**config.mk**
```make
export PLATFORM = sky130hd
export DESIGN_NAME = multicycle_control_unit_flat
export DESIGN_NICKNAME = d
export VERILOG_FILES = /design/src/rtl/multicycle_control_unit_if.sv /design/src/rtl/multicycle_control_unit.sv /design/src/flat_wrapper.sv
export SDC_FILE = /design/constraint.sdc
export NUM_CORES = 1
export LEC_CHECK = 0
export CAP_MARGIN = 0
export CORE_MARGIN = 1.5
export CORE_UTILIZATION = 40
export CTS_CLUSTER_DIAMETER = 150
export CTS_CLUSTER_SIZE = 16
export DETAILED_ROUTE_END_ITERATION = 7
export GPL_ROUTABILITY_DRIVEN = 0
export GPL_TIMING_DRIVEN = 1
export HOLD_SLACK_MARGIN = 0.1
export PLACE_DENSITY = 0.68
export SLEW_MARGIN = 5
export SYNTH_ARGS = -nofsm -noshare
export SYNTH_HDL_FRONTEND = slang
export SYNTH_SLANG_ARGS = --single-unit
```
**constraint.sdc**
```tcl
create_clock -name clk -period 4.05 [get_ports clk]
set_clock_uncertainty 0.2 [all_clocks]
set_input_delay 1.215 -clock clk [delete_from_list [all_inputs] [get_ports clk]]
set_output_delay 1.215 -clock clk [all_outputs]
set_load 0.01 [all_outputs]
```
**src/rtl/multicycle_control_unit_if.sv**
```systemverilog
// Instruction/data memory handshake bundle between the control unit (master)
// and the memory side (slave).
interface multicycle_control_unit_if #(
  parameter int OPCODE_WIDTH = 6
);
  logic                    imem_req;
  logic                    imem_ack;
  logic [OPCODE_WIDTH-1:0] opcode;
  logic                    dmem_req;
  logic                    dmem_ack;
  logic                    memory_write_enable;

  modport master (
    output imem_req, dmem_req, memory_write_enable,
    input  imem_ack, dmem_ack, opcode
  );

  modport slave (
    input  imem_req, dmem_req, memory_write_enable,
    output imem_ack, dmem_ack, opcode
  );
endinterface

```
**src/rtl/multicycle_control_unit.sv**
```systemverilog
// Multicycle sequencer: walks the datapath through fetch/decode/execute/memory/
// writeback with memory handshakes, a watchdog, illegal-opcode trap and retire counter.
//
// state       | meaning
// S_FETCH     | imem_req high until imem_ack; opcode latched on ack
// S_DECODE    | one cycle, decode fields become valid
// S_EXECUTE   | one cycle, ALU controls valid, jz resolves branch
// S_MEMORY    | dmem_req high until dmem_ack or watchdog expiry
// S_WRITEBACK | one-cycle pc/register/stack strobes, retire
// S_ERROR     | absorbing trap, left only through reset
module multicycle_control_unit #(
  parameter int OPCODE_WIDTH   = 6,
  parameter int TIMEOUT_CYCLES = 64,
  parameter int CNT_WIDTH      = 32
) (
  input  logic                   clk,
  input  logic                   reset_n,
  multicycle_control_unit_if.master mem,
  input  logic                   zero_flag,
  output logic                   stack_control,
  output logic                   stack_write_enable,
  output logic                   write_data_enable,
  output logic                   pc_increment_control,
  output logic [1:0]             pc_control,
  output logic                   pc_write,
  output logic                   branch,
  output logic                   general_register_write_enable,
  output logic [1:0]             general_register_result_select,
  output logic [1:0]             ALU_source_2,
  output logic [1:0]             ALU_control,
  output logic                   illegal_opcode,
  output logic                   timeout_error,
  output logic [CNT_WIDTH-1:0]   retired_count
);

  typedef enum logic [2:0] {
    S_FETCH, S_DECODE, S_EXECUTE, S_MEMORY, S_WRITEBACK, S_ERROR
  } state_t;

  typedef logic [OPCODE_WIDTH-1:0] op_t;

  localparam op_t OP_LD   = op_t'(0);
  localparam op_t OP_STR  = op_t'(1);
  localparam op_t OP_ADD  = op_t'(2);
  localparam op_t OP_SUB  = op_t'(3);
  localparam op_t OP_AND  = op_t'(4);
  localparam op_t OP_OR   = op_t'(5);
  localparam op_t OP_MOV  = op_t'(6);
  localparam op_t OP_CMP  = op_t'(7);
  localparam op_t OP_JZ   = op_t'(8);
  localparam op_t OP_JMP  = op_t'(9);
  localparam op_t OP_MOVI = op_t'(10);
  localparam op_t OP_ADDI = op_t'(11);
  localparam op_t OP_SUBI = op_t'(12);
  localparam op_t OP_ANDI = op_t'(13);
  localparam op_t OP_ORI  = op_t'(14);
  localparam op_t OP_PUSH = op_t'(15);
  localparam op_t OP_POP  = op_t'(16);
  localparam op_t OP_CALL = op_t'(17);
  localparam op_t OP_RET  = op_t'(18);

  // Watchdog is a down-counter loaded on MEMORY entry; terminal count 0 is the last wait cycle.
  localparam int WD_WIDTH = (TIMEOUT_CYCLES > 1) ? $clog2(TIMEOUT_CYCLES) : 1;
  localparam logic [WD_WIDTH-1:0] WD_INIT = WD_WIDTH'(TIMEOUT_CYCLES - 1);

  state_t              state, state_nxt;
  op_t                 opc_q;
  logic [WD_WIDTH-1:0] wd_cnt;
  logic                op_illegal;
  logic                is_mem, is_store, writes_reg, is_stack;
  logic                fetch_done, wd_expired;

  assign op_illegal = mem.opcode > OP_RET;
  assign fetch_done = (state == S_FETCH) && mem.imem_ack;
  assign wd_expired = (state == S_MEMORY) && !mem.dmem_ack && (wd_cnt == '0);
  assign is_stack   = (opc_q == OP_PUSH) || (opc_q == OP_POP) ||
                      (opc_q == OP_CALL) || (opc_q == OP_RET);

  always_comb begin
    is_mem     = 1'b0;
    is_store   = 1'b0;
    writes_reg = 1'b0;
    case (opc_q)
      OP_LD:                    begin is_mem = 1'b1; writes_reg = 1'b1; end
      OP_STR, OP_PUSH, OP_CALL: begin is_mem = 1'b1; is_store = 1'b1; end
      OP_POP:                   begin is_mem = 1'b1; writes_reg = 1'b1; end
      OP_RET:                   is_mem = 1'b1;
      OP_ADD, OP_SUB, OP_AND, OP_OR, OP_MOV,
      OP_MOVI, OP_ADDI, OP_SUBI, OP_ANDI, OP_ORI: writes_reg = 1'b1;
      default: ;
    endcase
  end

  always_ff @(posedge clk or negedge reset_n) begin
    if (!reset_n) state <= S_FETCH;
    else          state <= state_nxt;
  end

  always_ff @(posedge clk or negedge reset_n) begin
    if (!reset_n) begin
      opc_q          <= '0;
      wd_cnt         <= '0;
      retired_count  <= '0;
      illegal_opcode <= 1'b0;
      timeout_error  <= 1'b0;
    end else begin
      if (fetch_done) opc_q <= mem.opcode;
      if (fetch_done && op_illegal) illegal_opcode <= 1'b1;
      if (state == S_EXECUTE) wd_cnt <= WD_INIT;
      else if (state == S_MEMORY && !mem.dmem_ack && wd_cnt != '0) wd_cnt <= wd_cnt - WD_WIDTH'(1);
      if (wd_expired) timeout_error <= 1'b1;
      if (state == S_WRITEBACK) retired_count <= retired_count + CNT_WIDTH'(1);
    end
  end

  always_comb begin
    state_nxt = state;
    case (state)
      S_FETCH:     if (mem.imem_ack) state_nxt = op_illegal ? S_ERROR : S_DECODE;
      S_DECODE:    state_nxt = S_EXECUTE;
      S_EXECUTE:   state_nxt = is_mem ? S_MEMORY : S_WRITEBACK;
      S_MEMORY:    if (mem.dmem_ack) state_nxt = S_WRITEBACK;
                   else if (wd_cnt == '0) state_nxt = S_ERROR;
      S_WRITEBACK: state_nxt = S_FETCH;
      S_ERROR:     state_nxt = S_ERROR;
      default:     state_nxt = S_ERROR;
    endcase
  end

  always_comb begin
    mem.imem_req                   = 1'b0;
    mem.dmem_req                   = 1'b0;
    mem.memory_write_enable        = 1'b0;
    stack_control                  = 1'b0;
    stack_write_enable             = 1'b0;
    write_data_enable              = 1'b0;
    pc_increment_control           = 1'b0;
    pc_control                     = 2'b00;
    pc_write                       = 1'b0;
    branch                         = 1'b0;
    general_register_write_enable  = 1'b0;
    general_register_result_select = 2'b00;
    ALU_source_2                   = 2'b00;
    ALU_control                    = 2'b00;
    if (state == S_DECODE || state == S_EXECUTE || state == S_MEMORY || state == S_WRITEBACK) begin
      case (opc_q)
        OP_ADD:  general_register_result_select = 2'b01;
        OP_SUB:  begin general_register_result_select = 2'b01; ALU_control = 2'b01; end
        OP_AND:  begin general_register_result_select = 2'b01; ALU_control = 2'b10; end
        OP_OR:   begin general_register_result_select = 2'b01; ALU_control = 2'b11; end
        OP_MOV:  general_register_result_select = 2'b10;
        OP_CMP:  ALU_control = 2'b01;
        OP_JZ:   pc_increment_control = 1'b1;
        OP_JMP:  pc_control = 2'b01;
        OP_MOVI: begin pc_increment_control = 1'b1; general_register_result_select = 2'b11; ALU_source_2 = 2'b01; end
        OP_ADDI: begin pc_increment_control = 1'b1; general_register_result_select = 2'b01; ALU_source_2 = 2'b01; end
        OP_SUBI: begin pc_increment_control = 1'b1; general_register_result_select = 2'b01; ALU_source_2 = 2'b01; ALU_control = 2'b01; end
        OP_ANDI: begin pc_increment_control = 1'b1; general_register_result_select = 2'b01; ALU_source_2 = 2'b01; ALU_control = 2'b10; end
        OP_ORI:  begin pc_increment_control = 1'b1; general_register_result_select = 2'b01; ALU_source_2 = 2'b01; ALU_control = 2'b11; end
        OP_PUSH: ALU_source_2 = 2'b10;
        OP_POP:  begin ALU_source_2 = 2'b10; ALU_control = 2'b01; stack_control = 1'b1; end
        OP_CALL: begin ALU_source_2 = 2'b10; pc_control = 2'b01; write_data_enable = 1'b1; end
        OP_RET:  begin ALU_source_2 = 2'b10; ALU_control = 2'b01; stack_control = 1'b1; pc_control = 2'b10; end
        default: ;
      endcase
    end
    case (state)
      // Gated so nothing is requested while reset is still asserted.
      S_FETCH:     mem.imem_req = reset_n;
      S_EXECUTE:   branch = (opc_q == OP_JZ) && zero_flag;
      S_MEMORY:    begin mem.dmem_req = 1'b1; mem.memory_write_enable = is_store; end
      S_WRITEBACK: begin
        pc_write                      = 1'b1;
        general_register_write_enable = writes_reg;
        stack_write_enable            = is_stack;
      end
      default: ;
    endcase
  end

endmodule

```
**src/flat_wrapper.sv**
```systemverilog
// flat-port wrapper written by rule: the top's interface ports become plain ports
module multicycle_control_unit_flat 
#(
  parameter int OPCODE_WIDTH   = 6,
  parameter int TIMEOUT_CYCLES = 64,
  parameter int CNT_WIDTH      = 32
)
  (clk, reset_n, zero_flag, stack_control, stack_write_enable, write_data_enable, pc_increment_control, pc_control, pc_write, branch, general_register_write_enable, general_register_result_select, ALU_source_2, ALU_control, illegal_opcode, timeout_error, retired_count, mem_imem_req, mem_dmem_req, mem_memory_write_enable, mem_imem_ack, mem_dmem_ack, mem_opcode);
  multicycle_control_unit_if #(.OPCODE_WIDTH(OPCODE_WIDTH)) mem_i ();
  input  logic clk;
  input  logic reset_n;
  input  logic zero_flag;
  output logic stack_control;
  output logic stack_write_enable;
  output logic write_data_enable;
  output logic pc_increment_control;
  output logic [1:0] pc_control;
  output logic pc_write;
  output logic branch;
  output logic general_register_write_enable;
  output logic [1:0] general_register_result_select;
  output logic [1:0] ALU_source_2;
  output logic [1:0] ALU_control;
  output logic illegal_opcode;
  output logic timeout_error;
  output logic [CNT_WIDTH-1:0] retired_count;
  output wire logic [$bits(mem_i.imem_req)-1:0] mem_imem_req;
  output wire logic [$bits(mem_i.dmem_req)-1:0] mem_dmem_req;
  output wire logic [$bits(mem_i.memory_write_enable)-1:0] mem_memory_write_enable;
  input wire logic [$bits(mem_i.imem_ack)-1:0] mem_imem_ack;
  input wire logic [$bits(mem_i.dmem_ack)-1:0] mem_dmem_ack;
  input wire logic [$bits(mem_i.opcode)-1:0] mem_opcode;
  assign mem_imem_req = mem_i.imem_req;
  assign mem_dmem_req = mem_i.dmem_req;
  assign mem_memory_write_enable = mem_i.memory_write_enable;
  assign mem_i.imem_ack = mem_imem_ack;
  assign mem_i.dmem_ack = mem_dmem_ack;
  assign mem_i.opcode = mem_opcode;
  multicycle_control_unit #(.OPCODE_WIDTH(OPCODE_WIDTH), .TIMEOUT_CYCLES(TIMEOUT_CYCLES), .CNT_WIDTH(CNT_WIDTH)) u_core (.clk(clk), .reset_n(reset_n), .mem(mem_i), .zero_flag(zero_flag), .stack_control(stack_control), .stack_write_enable(stack_write_enable), .write_data_enable(write_data_enable), .pc_increment_control(pc_increment_control), .pc_control(pc_control), .pc_write(pc_write), .branch(branch), .general_register_write_enable(general_register_write_enable), .general_register_result_select(general_register_result_select), .ALU_source_2(ALU_source_2), .ALU_control(ALU_control), .illegal_opcode(illegal_opcode), .timeout_error(timeout_error), .retired_count(retired_count));
endmodule
```
==> results of run 1 <==
[power breakdown]
part	internal, uW	switching (uW)
clock	201	164
combinational	330	271
sequential	567	186
[final timing paths]
check / to / slack [ps] / cells after the start
setup / recovery: branch / 170 / 4
hold reg to reg: u_core.timeout_error$_DFFE_PN0P_ / 260 / 1
setup reg to reg: u_core.retired_count[31]$_DFFE_PN0P_ / 1930 / 4
hold / removal: u_core.timeout_error$_DFFE_PN0P_ / 260 / 1
min in group asynchronous: u_core.retired_count[26]$_DFFE_PN0P_ / 870 / 2
max in group asynchronous: u_core.opc_q[0]$_DFFE_PN0P_ / 2350 / 2
[critical path, stage by stage]
cell	delay, ps
clkdlybuf4s50_1	460
nand4b_1	80
nor3_1	150
clkdlybuf4s50_1	560
[cell usage after synthesis (2+ instances only)]
| cell | instances | area, sq um |
|---|---|---|
| nand4_2 | 2 | 25.0 |
| o21a_1 | 2 | 15.0 |
| inv_1 | 4 | 15.0 |
| and4bb_1 | 2 | 25.0 |
| nor4_2 | 9 | 113 |
| ha_1 | 3 | 37.5 |
| nand2b_1 | 5 | 31.3 |
| nor3_1 | 7 | 35.0 |
| nand3_1 | 13 | 65.1 |
| nor4_1 | 5 | 31.3 |
| and4_1 | 3 | 26.3 |
| nand4_1 | 11 | 68.8 |
| xnor2_1 | 22 | 193 |
| nand4b_1 | 2 | 17.5 |
| nor2_1 | 15 | 56.3 |
| and3_1 | 9 | 56.3 |
| buf_2 | 3 | 15.0 |
| o21ai_1 | 3 | 15.0 |
| mux2i_1 | 2 | 20.0 |
| and2_1 | 6 | 37.5 |
| clkbuf_1 | 10 | 37.5 |
| o21ai_0 | 2 | 10.0 |
| nand2_1 | 20 | 75.1 |
| or3_1 | 3 | 18.8 |
| o21bai_1 | 2 | 15.0 |
| o22a_1 | 2 | 17.5 |
| xor2_1 | 15 | 131 |
| dfrtp_1 | 49 | 1230 |
| mux2_2 | 7 | 78.8 |
| a21oi_1 | 7 | 35.0 |
[routing by layer]
metal,vias to the layer above,part of all wire (%),GRT usage [%]
met4,0,2.2,6.11
met1,1044,48,24.1
met2,45,46,26.8
met3,12,3.9,3.50
li1,1054,-,-
met5,-,0,0
[cell families (layout without fill, tap and decap cells)]
group           after synthesis  after routing
simple gates                120            120
flops                        49             49
xor+xnor                     37             37
compound gates               27             27
buf+inv                      18             75
mux                           9              9
fa+ha+maj                     3              3
[sequential cells by signal, indices dropped and copies added (netlist names)]
register,flops
u_core.illegal_opcode,1
u_core.retired_count,32
u_core.opc_q,6
u_core.state,3
u_core.timeout_error,1
u_core.wd_cnt,6
[through the flow]
stage                     setup WS, ps  utilization (%)  hold WS, ps  power, uW  std cells
after floorplan                    871                -          238       1130        263
after global placement             199             52.2          243       1350        389
after detailed placement           169             52.2          247       1360        389
after CTS                          172             54.1          266       1730        397
after global routing              65.8             54.1          272       1840        397
final                              174             54.1          259       1720        397
[area by class of cell]
class / count / area share (%)
sequential: 49 / 35.3
clock buffer: 6 / 2.38
inverter: 4 / 0.432
multi-input combinational: 196 / 40.1
timing repair buffer: 63 / 17.9
clock inverter: 2 / 1.08
tap: 77 / 2.77
==> flow_metrics.env, run 1 <==
export IMPL_wl_per_cell_microns=15.0
export IMPL_rr_startpoint="u_core.retired_count[7]$_DFFE_PN0P_"
export IMPL_crit_type="input port to output pin"
export IMPL_min_path_type="flop to flop"
export IMPL_critPathLaunch="zero_flag"
export IMPL_finalSetupTns_ps=0
export IMPL_area_delta_synth_final_pct=28.7
export IMPL_synth_adder_area_share_pct=1.39
export IMPL_cts_tree="done"
export IMPL_tightest_slew_ps=676
export IMPL_crit_required_ps=2630
export IMPL_drv_slew=0
export IMPL_ys_types=48
export IMPL_ir_drop_v=0.000288
export IMPL_final_seq_area_sq_um=1230
export IMPL_io_pins=63
export IMPL_drt_first_pass_iters=6
export IMPL_powerDensity_nw_per_um2=495
export IMPL_grt_total_usage_pct=17.3
export IMPL_rsz0062_at_grt="false"
export IMPL_postRouteAntennaNets=0
export IMPL_synth_top_family_by_area="simple AND/OR/NAND/NOR gates"
export IMPL_wirelength_mm=5.94
export IMPL_yosys_area_share_simple_pct=27.9
export IMPL_leakagePower_uw=0.00144
export IMPL_synth_compound_area_share_pct=6.68
export IMPL_synth_area_sq_um=2700
export IMPL_die_area_sq_um=7250
export IMPL_synth_cells=263
export IMPL_max_freq_ghz=0.258
export IMPL_cts_max_path_buffers=2
export IMPL_hold_buffers=0
export IMPL_finalHoldViolCount=0
export IMPL_remaining_drc_errors=2
export IMPL_stdcell_area_sq_um=3470
export IMPL_synth_edf_count=0
export IMPL_syn_num_nets=277
export IMPL_vias=2155
export IMPL_slew_headroom_pct=54.6
export IMPL_layout_commonest_cell="clkdlybuf4s50_1"
export IMPL_postCtsSetupBuffers=0
export IMPL_yosys_warnings=0
export IMPL_dp_hpwl_mm=4.30
export IMPL_dpl_cell_area_sq_um=3350
export IMPL_finalNetCount=333
export IMPL_drive_gt1_share_pct=9.69
export IMPL_ys_seq_area_share_pct=45.4
export IMPL_clockRootBuffer="clkbuf_8"
export IMPL_die_y_microns=85.1
export IMPL_vias_per_cell=5.43
export IMPL_crit_arrival_ps=2460
export IMPL_final_cell_mix="clkdlybuf4s50_1 (61), dfrtp_1 (49), xnor2_1 (22), nand2_1 (20)"
export IMPL_violations="design-rule violations"
export IMPL_muxShareOfSynthArea_pct=3.66
export IMPL_fillers=580
export IMPL_numCtsBuffers=5
export IMPL_crit_fanout=1
export IMPL_synthArstFlopShare_pct=100
export IMPL_synth_main_ff_cell="dfrtp_1"
export IMPL_clk_latency_ps=300
export IMPL_io_buffer_count=62
export IMPL_cts_sinks=49
export IMPL_synth_xor_area_share_pct=12.0
export IMPL_synth_area_per_cell_sq_um=10.3
export IMPL_critPathLaunchType="input port"
export IMPL_fin_crit_sh_pct=95.7
export IMPL_cts_resized=0
export IMPL_coreArea_sq_um=6420
export IMPL_htreeDepth=2
export IMPL_outcome="finished, violations left"
export IMPL_drv_cap=0
export IMPL_setup_violations_final=0
export IMPL_grt_first_pass_wirelength_mm=9.95
export IMPL_grt_max_degree=50
export IMPL_hp_start="u_core.timeout_error$_DFFE_PN0P_"
export IMPL_min_period_ps=3880
export IMPL_die_x_microns=85.1
export IMPL_synth_ff_latch_count=49
export IMPL_antennaDiodeCount=0
export IMPL_endpoint_kind="output pin"
export IMPL_clkSlewWorstSetupHoldPaths_ps=90
export IMPL_grt_pass1_vias=2064
export IMPL_antenna_found_initial=0
export IMPL_multi_input_area_sq_um=1390
export IMPL_grt_overflow_total=0
export IMPL_initial_utilization_pct=42.0
export IMPL_drt_iter0_drc=63
export IMPL_rows=29
Note: power is estimated with default switching activity, not from simulation.
==> run 2, diff against run 1 <==
SLEW_MARGIN = 20   (was 5)
==> results of run 2 <==
Same layout as run 1: the final DEF is identical, and so are final timing and power.
